File: src/rtl/first_nios2_system_cpu_oci_dct_packer.sv
// Writer side of the OCI DCT trace path: packs 2-bit branch-outcome codes into a
// 15-slot buffer and hands completed or flushed buffers to a one-entry frame register.
module first_nios2_system_cpu_oci_dct_packer #(
    parameter int ENTRY_W = 2,
    parameter int SLOTS   = 15,
    parameter int CNT_W   = 4
) (
    input  logic                       clk,
    input  logic                       reset_n,
    input  logic                       trace_en,
    input  logic                       dct_valid,
    input  logic [ENTRY_W-1:0]         dct_code,
    output logic                       dct_ready,
    input  logic                       flush,
    output logic [ENTRY_W*SLOTS-1:0]   dct_buffer,
    output logic [CNT_W-1:0]           dct_count,
    output logic                       frm_valid,
    output logic [ENTRY_W*SLOTS-1:0]   frm_data,
    output logic [CNT_W-1:0]           frm_count,
    input  logic                       frm_ready,
    output logic                       overflow,
    input  logic                       overflow_clr
);

    localparam int               BUF_W = ENTRY_W * SLOTS;
    localparam logic [CNT_W-1:0] FULL  = CNT_W'(SLOTS);

    typedef enum logic [1:0] {EMPTY, FILL, FULL_WAIT} state_t;

    state_t             state;
    logic               flush_pend;
    logic               live;
    logic               frm_free;
    logic               accept;
    logic               drain_full;
    logic               closing;
    logic [BUF_W-1:0]   acc_buf;
    logic [CNT_W-1:0]   acc_cnt;

    // live keeps dct_ready low until the first edge after reset is released.
    always_comb begin
        frm_free   = ~frm_valid | frm_ready;
        dct_ready  = live & trace_en & ((dct_count != FULL) | frm_free);
        accept     = dct_valid & dct_ready;
        drain_full = (state == FULL_WAIT) & frm_free;
        acc_buf    = accept ? {dct_buffer[BUF_W-ENTRY_W-1:0], dct_code} : dct_buffer;
        acc_cnt    = accept ? dct_count + CNT_W'(1) : dct_count;
        closing    = (acc_cnt == FULL) | ((flush | flush_pend) & (acc_cnt != '0));
    end

    // NOTE: every register here uses <= so all updates see pre-edge values; blocking
    // assignments would let later statements read half-updated state.
    always_ff @(posedge clk or negedge reset_n) begin
        if (!reset_n) begin
            state      <= EMPTY;
            live       <= 1'b0;
            flush_pend <= 1'b0;
            dct_buffer <= '0;
            dct_count  <= '0;
            frm_valid  <= 1'b0;
            frm_data   <= '0;
            frm_count  <= '0;
            overflow   <= 1'b0;
        end else begin
            live <= 1'b1;

            if (live & dct_valid & trace_en & ~dct_ready)
                overflow <= 1'b1;
            else if (overflow_clr)
                overflow <= 1'b0;

            if (frm_valid & frm_ready)
                frm_valid <= 1'b0;

            if (!trace_en) begin
                state      <= EMPTY;
                flush_pend <= 1'b0;
                dct_buffer <= '0;
                dct_count  <= '0;
            end else if (drain_full) begin
                // Full buffer moves out; a code accepted on this edge starts a fresh buffer.
                frm_valid <= 1'b1;
                frm_data  <= dct_buffer;
                frm_count <= FULL;
                if (accept) begin
                    state      <= FILL;
                    flush_pend <= flush;
                    dct_buffer <= BUF_W'(dct_code);
                    dct_count  <= CNT_W'(1);
                end else begin
                    state      <= EMPTY;
                    flush_pend <= 1'b0;
                    dct_buffer <= '0;
                    dct_count  <= '0;
                end
            end else if (closing & frm_free) begin
                frm_valid  <= 1'b1;
                frm_data   <= acc_buf;
                frm_count  <= acc_cnt;
                state      <= EMPTY;
                flush_pend <= 1'b0;
                dct_buffer <= '0;
                dct_count  <= '0;
            end else begin
                // Frame register busy (or no close): keep packing, remember any flush.
                dct_buffer <= acc_buf;
                dct_count  <= acc_cnt;
                flush_pend <= flush_pend | (flush & (acc_cnt != '0));
                if (acc_cnt == FULL)
                    state <= FULL_WAIT;
                else if (acc_cnt != '0)
                    state <= FILL;
                else
                    state <= EMPTY;
            end
        end
    end

endmodule

File: config.mk
export PLATFORM = sky130hd
export DESIGN_NAME = first_nios2_system_cpu_oci_dct_packer
export DESIGN_NICKNAME = d
export VERILOG_FILES = /design/src/rtl/first_nios2_system_cpu_oci_dct_packer.sv
export SDC_FILE = /design/constraint.sdc
export NUM_CORES = 1
export LEC_CHECK = 0
export BUFFER_PORTS_ARGS = -buffer_cell sky130_fd_sc_hd__buf_4
export CAP_MARGIN = 10
export CORE_MARGIN = 8
export CORE_UTILIZATION = 49
export CTS_CLUSTER_DIAMETER = 150
export DETAILED_ROUTE_END_ITERATION = 8
export PLACE_DENSITY = 0.73
export SLEW_MARGIN = 30
export SYNTH_ARGS = -nofsm -noshare
export SYNTH_HDL_FRONTEND = slang
export SYNTH_SLANG_ARGS = --single-unit
File: constraint.sdc
create_clock -name clk -period 2.5 [get_ports clk]
set_input_delay 0 -clock clk [delete_from_list [all_inputs] [get_ports clk]]
set_output_delay 0 -clock clk [all_outputs]
set_load 0.01 [all_outputs]
# Word-level counts from Yosys, hierarchy flattened

Index checks and enable logic that the tools add are counted.

Bits in registers: 74
Output and inout bits: 71
Bits of input ports: 9
Logic and storage cells: 65

$add $sub $neg: 1
Reductions and logical operators: 4
Equality and inequality tests: 3
Bitwise operators: 18
Mux-type cells: 30

Operators with widths:

| cell                | count |
|---|---|
| $mux 30             | 6 |
| $mux 4              | 6 |
| $mux 1              | 13 |
| $and 1x1->1         | 11 |
| $mux 2              | 5 |
| $or 1x1->1          | 5 |
| $add 4x1->4 const B | 1 |
| $eq 4x4->1 const B  | 1 |
| $ne 4x4->1 const B  | 1 |
| $reduce_bool 2->1   | 2 |
| $reduce_bool 4->1   | 1 |
| $eq 2x2->1 const B  | 1 |
| $not 1->1           | 2 |
| $reduce_and 2->1    | 1 |

# Longest topological paths before layout

Gate-level depths: netlist (run 1).

Depth in word-level cells: 13
Mapped depth: 10
Mapped depth without buffers: 7

# Worst setup path after synthesis (run 1)

Ideal clock, no wire load.

Path type: reg-to-reg
From: register dct_count[1]
To: register frm_data[0]
Slack: 0.035 ns
Cell stages (with the launch flop): 11
Arrival time: 2.340 ns
Path buffers: 3
Required time: 2.375 ns
Setup time: 0.125 ns
Period minus slack after synthesis: 2.465 ns
Cells stage by stage: dfrtp_1 ha_1 clkbuf_1 nand3b_1 nand4_1 a221oi_4 o211ai_2 and3_1 buf_6 buf_6 mux2_4

Longest elaborated chain between the ends: 11
Elaborated cells on any way between the ends: 16
Those cells by class: 1 x add/sub; 2 x eq/ne; 4 x mux; 6 x bitwise; 3 x reduce/logical

Ends and longest elaborated chain:

| element                     | RTL line | RTL |
|---|---|---|
| start, declared             | 16       | `output logic [CNT_W-1:0] dct_count,` |
| start signal, assigned      | 107      | `dct_count <= acc_cnt;` |
| $ne 4x4->1                  | 43       | `dct_ready = live & trace_en & ((dct_count != FULL) \| frm_free);` |
| $or 1x1->1                  | 43       |  |
| $and 1x1->1                 | 43       |  |
| $and 1x1->1                 | 44       | `accept = dct_valid & dct_ready;` |
| $mux 4                      | 47       | `acc_cnt = accept ? dct_count + CNT_W'(1) : dct_count;` |
| $reduce_bool 4->1           | 48       | `closing = (acc_cnt == FULL) \| ((flush \| flush_pend) & (acc_cnt != '0));` |
| $and 1x1->1                 | 48       |  |
| $or 1x1->1                  | 48       |  |
| $and 1x1->1                 | 96       | `end else if (closing & frm_free) begin` |
| $reduce_bool 2->1 (no line) | n/a      |  |
| $reduce_and 2->1 (no line)  | n/a      |  |
| end signal, assigned        | 83       | `frm_data <= dct_buffer;` |
| end signal, assigned        | 98       | `frm_data <= acc_buf;` |
| end, declared               | 18       | `output logic [ENTRY_W*SLOTS-1:0] frm_data,` |

Several ways; a longest one is shown, not always the timed one. The select of a mux whose other input is x is not followed.
A chain may end at the register's enable or synchronous reset.

# Worst setup path in the final report (run 1)

From: register dct_count[0]
To: register frm_data[6]

The elaborated chain is that of the path after synthesis.

==> results of run 1 <==
-- path summary, 6_finish.rpt --
kind	from	endpoint	slack [ps]	cells after the start
worst max-delay path	dct_count[0]	frm_data[6]	150	8
worst min-delay path	frm_ready	state[1]	70	5
worst max register to register	dct_count[0]	frm_data[6]	150	8
worst min register to register	frm_count[1]	frm_count[1]	510	1
max in group asynchronous	reset_n	frm_count[0]	1820	2
min in group asynchronous	reset_n	live	210	2
-- flip-flops by register name, indices dropped and copies added, names as in the netlist --
| signal | cells |
|---|---|
| flush_pend | 1 |
| dct_buffer | 30 |
| frm_count | 4 |
| frm_data | 30 |
| dct_count | 4 |
| overflow | 1 |
| live | 1 |
| frm_valid | 1 |
| state | 2 |
-- area by class of cell --
cell class	count	area share (%)
Clock buffer	9	2.67
Multi-Input combinational cell	221	35.6
Sequential cell	74	39.9
Inverter	6	0.485
Tap cell	99	2.67
Timing Repair Buffer	99	16.9
Clock inverter	7	1.83
-- cells in the final DEF (no fill, tap or decap), types with 3 or more instances in the layout --
master / Yosys / final
mux2_2: 34 / 34
and3_1: 4 / 3
nand4_1: 4 / 4
nand2_1: 65 / 65
dlygate4sd3_1: 0 / 6
inv_1: 6 / 6
nor2b_1: 4 / 4
nand3_1: 4 / 4
nor2_1: 7 / 7
buf_4: 1 / 90
clkbuf_8: 0 / 9
mux2_4: 26 / 26
nor3_1: 3 / 3
a21oi_1: 32 / 32
and2_1: 4 / 4
dfrtp_1: 74 / 74
o22ai_1: 7 / 7
-- power by group --
part | internal [mW] | switching (mW)
registers | 1.23 | 0.0267
logic | 0.134 | 0.146
clock network | 0.482 | 0.506
total | 1.85 | 0.679
-- layer usage --
layer / share of wire [%] / up-vias
met2: 49 / 82
met5: 0 / -
met4: 1.2 / 0
met1: 43 / 1364
li1: - / 1298
met3: 6.5 / 9
-- metrics by stage --
stage               area, sq um  util, %  power (mW)  std cells
floorplan                  3620        -        1.42        323
global placement           4360     60.4        1.56        493
detailed placement         4360     60.4        1.56        493
CTS                        4630     64.1        2.56        515
global route               4650     64.4        2.63        515
finish                     4650     64.4        2.53        515
-- cell families (layout without fill, tap and decap cells) --
group | count (synthesis) | in the layout | synth area share [%]
simple gates | 103 | 103 | 12.9
flops | 74 | 74 | 51.1
mux | 61 | 61 | 21.6
compound gates | 54 | 54 | 9.47
buf+inv | 28 | 121 | 4.18
fa+ha+maj | 1 | 1 | 0.345
other cells | 1 | 1 | 0.104
xor+xnor | 1 | 1 | 0.242
-- tightest hold or removal path, stage by stage --
cell and delay [ps]:
buf_4 90, nor2b_1 40, buf_4 150, nand2_1 60, nor2_1 40
-- timing repair --
| item | CTS | global route |
|---|---|---|
| resized for setup | 0 | 3 |
| hold endpoints to repair | 82 | 0 |
| buffers inserted | 0 | 0 |
| hold buffers | 6 | 0 |
| setup endpoints to repair | 0 | 31 |
==> run metrics, run 1 <==
M3 GR Usage 4.29%; Clock Tree Root clkbuf_8; Fillers 589; number of I/O pins 80; number of antenna violations at the first check in global routing 0; GRT Overall Usage 17.6%; Main synth FF type dfrtp_1; Cell Pwr Density 544 nW/um^2; Final WS setup 154 ps; H-tree depth 3; Post-Route WL 8760 um; pin count of the biggest net entering global routing 75; CP max stage delay 390 ps; synth unique cells 40; grt peak-use layer met2; Mapped Cells 323; first-pass GRT wire length 14400 um; Critical Path RT 2740 ps; crit start category flip-flop; Max Root-Sink Buffers 2; Syn-to-layout area delta 28.3%; synth top area cells dfrtp_1 51%, mux2_4 11%, mux2_2 11%; Async SR Flop Fraction 100%; Seq cells post-synth 74; max-slew violation count 0; crit path kind flip-flop to flip-flop; Hold WS 65.9 ps; Die Ht 102 um; Yosys warning total 0; area leader, netlist dfrtp_1; Slew @ Worst Pin 665 ps; Fin. Hold Viols 0; layout cells sized above 1 42.5%; CTS Sinks 74; register area 1850 sq um; Final ANT Viol Nets 0; Remaining DRCs 0; Setup WS pre-CTS 113 ps; setup TNS 0 ps; drt pass-1 iters 4; fin crit period 2350 ps; Synth Cell Area 3620 sq um; routed len/inst 17.0 um; headroom to the max-slew limit 55.6%; Final Wtd Congestion 0.935; Iteration-0 DRC Markers 126; top cells by count, synth 74 x dfrtp_1, 65 x nand2_1, 34 x mux2_2, 32 x a21oi_1, 26 x mux2_4; Max IR drop VDD 0.259 mV; vias per cell 5.35; # diodes 0; Setup Viol. Count Final 0; FP Rows 31; fin crit share 93.8%; number of max-cap violations 0; Mapped Avg Cell Area 11.2 sq um; Inserted Clock Buffers 9; register area share after synthesis 51.1%; met2 usage 27.9%; Port Buffers 79; slowest CP cell dfrtp_1; GR Overflow Total 0; total core area 7210 sq um; # nets final 421; vias after detailed routing 2753; clock slew at reported path FFs 80 ps; status completed; endpoint class of the critical path flip-flop; Post-DP HPWL 5910 um; most common cell in the netlist dfrtp_1; number of global-route vias before repair 2840; crit-path leading delay family compound AO/OA/AOI/OAI gates; Clk Latency, worst-skew pair 360 ps; Die W 102 um; skew final 10.0 ps; routing usage on met1 22.5%; multi-input logic area 1650 sq um; worst-path maximum fanout 18; Buffers & Inverters on Critical Path 1; number of flops mapped to enable cells by yosys 0; Arr. time, crit path 2590 ps; highest clock rate 426 MHz; top cell type's share of synthesized area 51.1%; DIE AREA 10400 sq um; Leakage 2.23 nW; Starting Density 50.2%; CTS tree built; syn_nets 333; worst hold path type primary input to flip-flop; worst path cell trace ha_2 -> nor2b_1 -> o2111ai_2 -> a221oi_4 -> o211ai_2 -> and3_2 -> buf_12 -> mux2_4; RSZ-0062 raised after global routing false
(Power assumes the default switching activity.)
==> run 2, diff against run 1 <==
- REMOVE_ABC_BUFFERS: not set -> 1
==> run metrics, run 2 (synthesized netlist as in run 1, its figures left out) <==
Cell Pwr Density 509 nW/um^2; H-tree depth 3; commonest non-fill, non-tap cell in the layout buf_4; fin crit period 2420 ps; commonest non-fill, non-tap cells in the layout 89 x buf_4, 74 x dfrtp_1, 65 x nand2_1, 34 x mux2_2, 32 x a21oi_1; total core area 7210 sq um; worst hold path type primary input to flip-flop; internal cell power 1.76 mW; Starting Density 50.2%; Final Power 2.35 mW; Max Root-Sink Buffers 2; drt pass-1 iters 4; CTS Sinks 74; Top Registers dct_buffer (30), frm_data (30); Sw Share 25.1%; Critical Path RT 2720 ps; DIE AREA 10400 sq um; setup TNS 0 ps; status completed; pin count of the biggest net entering global routing 75; Final Wtd Congestion 0.864; worst-path maximum fanout 25; combinational fraction of design power 12.1%; skew final 8.01 ps; number of antenna violations at the first check in global routing 0; sequential power share 53.8%; Hold WS 75.7 ps; highest clock rate 413 MHz; Die Ht 102 um; headroom to the max-slew limit 55.3%; hold path startpoint frm_ready; Leakage 2.22 nW; Die W 102 um; # nets final 420; crit start category flip-flop; GRT Overall Usage 16.8%; fin crit share 96.9%; Port Buffers 79; Clk Latency, worst-skew pair 340 ps; GR Overflow Total 0; clock network power share 34.2%; Final ANT Viol Nets 0; crit path launch dct_count[1]; routed len/inst 16.3 um; FP Rows 31; max-slew violation count 0; first-pass GRT wire length 13900 um; Arr. time, crit path 2640 ps; Setup Viol. Count Final 0; Syn-to-layout area delta 27.3%; Placed Cells 491; Remaining DRCs 0; Iteration-0 DRC Markers 104; Fillers 595; # diodes 0; crit path kind flip-flop to flip-flop; slowest CP cell dfrtp_1; worst path cell trace ha_2 -> nand3b_1 -> nor4b_2 -> nor3_4 -> o211ai_2 -> and3_2 -> buf_12 -> mux2_2; non-filler cells, final 514; Slew @ Worst Pin 671 ps; CTS tree built; register area 1850 sq um; clock slew at reported path FFs 80 ps; Fin. Hold Viols 0; CP max stage delay 390 ps; Inserted Clock Buffers 9; Max IR drop VDD 0.339 mV; number of max-cap violations 0; worst reg2reg path startpoint dct_count[1]; layout cells sized above 1 41.9%; Util after Layout 63.9%; Post-DP HPWL 5750 um; number of global-route vias before repair 2803; number of I/O pins 80; endpoint class of the critical path flip-flop; vias per cell 5.26; vias after detailed routing 2704; multi-input logic area 1670 sq um; Sw Pwr 0.589 mW; Post-Route WL 8390 um; Clock Tree Root clkbuf_8
run 2: path summary, 6_finish.rpt:
check                                     to  slack, ps  depth (start not counted)
min in group asynchronous       dct_count[1]        220                          2
worst max-delay path             frm_data[7]         80                          8
worst min-delay path                overflow         80                          4
worst max register to register   frm_data[7]         80                          8
worst min register to register  frm_count[0]        510                          1
max in group asynchronous        frm_data[2]       1790                          2
run 2: area by class of cell:
type,instances,area share [%]
clock inverters,2,0.271
well taps,99,2.69
repair buffers,98,16.9
clock buffers,14,3.31
multi-input cells,221,36.2
flip-flops and latches,74,40.2
inverters,6,0.489
run 2: what timing repair did:
item,4_1_cts,5_1_grt
setup endpoints to repair,0,31
hold endpoints to repair,82,0
resized for setup,0,6
setup buffers,0,1
hold buffers,6,0
run 2: power groups by stage:
| stage | Sequential [mW] | Clock, mW | Combinational (mW) |
|---|---|---|---|
| after floorplan | 1.30 | 0 | 0.112 |
| after global placement | 1.28 | 0 | 0.272 |
| after detailed placement | 1.28 | 0 | 0.277 |
| after CTS | 1.26 | 0.824 | 0.285 |
| after global routing | 1.27 | 0.876 | 0.307 |
| final | 1.26 | 0.802 | 0.283 |
run 2: stage by stage:
stage                     instance area, sq um  worst slack, ps
after detailed placement                  4340             68.0
after global routing                      4610            -21.9
after global placement                    4340              154
after floorplan                           3490             -735
after CTS                                 4570             54.5
final                                     4610             78.2
run 2: worst max-delay path: cells and delay by family (launching register included):
kind | cells | cell delay (ps)
AO/OA/AOI/OAI | 1 | 100
multiplexers | 1 | 360
buffers and inverters | 1 | 210
adder cells (fa/ha/maj) | 1 | 350
AND/OR/NAND/NOR | 4 | 850
flip-flops | 1 | 390
run 2: per-layer routing:
metal  share of wire (%)  vias up  GRT usage, %  wire, um
li1                    -     1297             -         -
met1                  43     1327          20.8      3640
met2                  48       69          26.9      4040
met3                 6.6       11          4.43       551
met4                 1.8        0          7.56       153
met5                   0        -             0         0
==> run 3, diff against run 2 <==
- ABC_AREA: not set -> 1
- PLACE_DENSITY: 0.73 -> 0.76
==> run metrics, run 3 <==
status completed; Util after Layout 63.5%; H-tree depth 3; Post-DP HPWL 6090 um; Sw Pwr 0.983 mW; GRT Overall Usage 18.2%; sequential power share 45.1%; Top Registers dct_buffer (30), frm_data (30); worst hold path type primary input to flip-flop; FP Rows 31; Final WS setup 213 ps; number of max-cap violations 0; highest clock rate 437 MHz; clock slew at reported path FFs 80 ps; Mapped Cells 453; crit path kind flip-flop to flip-flop; Setup Fix Bufs, Post-CTS 0; RSZ-0062 raised after global routing false; DIE AREA 10300 sq um; worst-path maximum fanout 14; Mapped Avg Cell Area 7.88 sq um; Max IR drop VDD 0.339 mV; endpoint class of the critical path flip-flop; Clock Tree Root clkbuf_8; Cell Pwr Density 718 nW/um^2; number of flops mapped to enable cells by yosys 0; Setup WS pre-CTS 123 ps; fin crit share 91.5%; skew final 9.75 ps; Critical Path RT 2720 ps; vias after detailed routing 3286; GR Overflow Total 0; internal cell power 2.27 mW; Arr. time, crit path 2510 ps; Inserted Clock Buffers 9; CTS Sinks 74; Post-Route WL 9070 um; Die Ht 101 um; clock network power share 31.4%; Final ANT Viol Nets 0; Port Buffers 79; Syn-to-layout area delta 27.0%; # nets final 543; commonest non-fill, non-tap cell in the layout nand2_1; combinational fraction of design power 23.5%; layout cells sized above 1 21.9%; area leader, netlist dfrtp_1; crit start category flip-flop; Setup Viol. Count Final 0; Synth Cell Area 3570 sq um; Final Wtd Congestion 0.884; headroom to the max-slew limit 54.9%; synth unique cells 25; Max Root-Sink Buffers 2; CTS tree built; # diodes 0; max-slew violation count 0; Seq cells post-synth 74; fin crit period 2290 ps; synth top area cells dfrtp_1 52%, nand2_1 11%, o21ai_0 8.7%; Async SR Flop Fraction 100%; routed len/inst 14.2 um; first-pass GRT wire length 14900 um; commonest non-fill, non-tap cells in the layout 103 x nand2_1, 89 x buf_4, 74 x dfrtp_1, 62 x o21ai_0, 47 x nand3_1; Main synth FF type dfrtp_1; register area share after synthesis 51.9%; M1 WL 4090 um; pin count of the biggest net entering global routing 75; WL met3 635 um; Fin. Hold Viols 0; total core area 7140 sq um; Leakage 2.35 nW; number of antenna violations at the first check in global routing 0; top cell type's share of synthesized area 51.9%; Fillers 657; Clk Latency, worst-skew pair 350 ps; number of global-route vias before repair 3148; Iteration-0 DRC Markers 176; met2 wire length 4240 um; top cells by count, synth 103 x nand2_1, 74 x dfrtp_1, 62 x o21ai_0, 47 x nand3_1, 44 x inv_1; Sw Share 30.2%; Die W 101 um; Slew @ Worst Pin 676 ps; Yosys warning total 0; drt pass-1 iters 6; Starting Density 50.0%; max layer used met4; number of I/O pins 80; most common cell in the netlist nand2_1; vias per cell 5.16; Remaining DRCs 0
==> run 3: cell count changes after synthesis, moves of 32 or more <==
cell | previous run | this run
nor2_1 | 7 | 39
nand3_1 | 4 | 47
mux2_2 | 34 | 0
nand2_1 | 65 | 103
inv_1 | 6 | 44
o21ai_0 | 2 | 62
==> run 3: critical path, stage by stage, from the launching register on <==
cell and delay [ps]:
dfrtp_1 440, ha_2 260, nand3_1 80, nor2_1 200
nor2_2 120, nand2_1 70, nand2_1 100, nor2_1 110
nand2_1 90, nand2_1 100, nand2_2 90, nand2_2 200
buf_4 250, nor2_1 60
==> run 3: kinds of logic (layout without fill, tap and decap cells) <==
kind of cell | Yosys count | after routing | synth area share, %
other | 1 | 1 | 0.105
adders and majority gates | 1 | 1 | 0.351
buffers and inverters | 74 | 159 | 9.12
AOI/OAI and AO/OA | 96 | 96 | 13.5
xor gates and xnor gates | 2 | 2 | 0.491
and+or+nand+nor | 205 | 205 | 24.5
DFF | 74 | 74 | 51.9
==> run 3: final timing paths <==
kind | slack, ps | from | end | cells after the start
worst max-delay path | 210 | dct_count[1] | dct_buffer[19] | 13
worst min-delay path | 20 | frm_ready | frm_valid | 4
worst max register to register | 210 | dct_count[1] | dct_buffer[19] | 13
worst min register to register | 470 | frm_data[8] | frm_data[8] | 2
max in group asynchronous | 1790 | reset_n | dct_count[1] | 2
min in group asynchronous | 230 | reset_n | dct_buffer[29] | 2
==> run 3: cell type report <==
cell class / instances / area (sq um) / area share, %
sequential: 74 / 1850 / 40.9
timing repair buffer: 97 / 759 / 16.8
clock inverter: 6 / 88.8 / 1.96
tap: 99 / 124 / 2.73
inverter: 46 / 174 / 3.84
clock buffer: 10 / 128 / 2.82
multi-input combinational: 305 / 1410 / 31.1
==> run 3: per-layer routing <==
layer,track usage [%],vias to the layer above
li1,-,1625
met1,22.4,1564
met2,29.8,89
met3,5.09,8
met4,6.53,0
met5,0,-
==> run 3: power groups by stage <==
stage	logic, mW	clock network, mW	registers, mW
2_1_floorplan	0.270	0	1.56
3_3_place_gp	0.749	0	1.49
3_5_place_dp	0.768	0	1.49
4_1_cts	0.775	1.05	1.47
5_1_grt	0.853	1.09	1.49
6_report	0.764	1.02	1.47
==> run 3: what timing repair did <==
| action | CTS | global route |
|---|---|---|
| setup endpoints to repair | 0 | 42 |
| resized for setup | 0 | 2 |
| hold buffers | 6 | 0 |
| endpoints found under the hold margin | 78 | 0 |
==> run 3: per-stage QoR <==
step	hold slack [ps]	instances	power, mW	area [sq um]	TNS [ps]
global placement	192	615	2.24	4240	0
CTS	5.55	637	3.29	4520	0
detailed placement	199	615	2.26	4240	0
finish	18.2	637	3.25	4530	0
floorplan	-296	425	1.83	3420	-112340
global route	39.3	637	3.43	4530	0
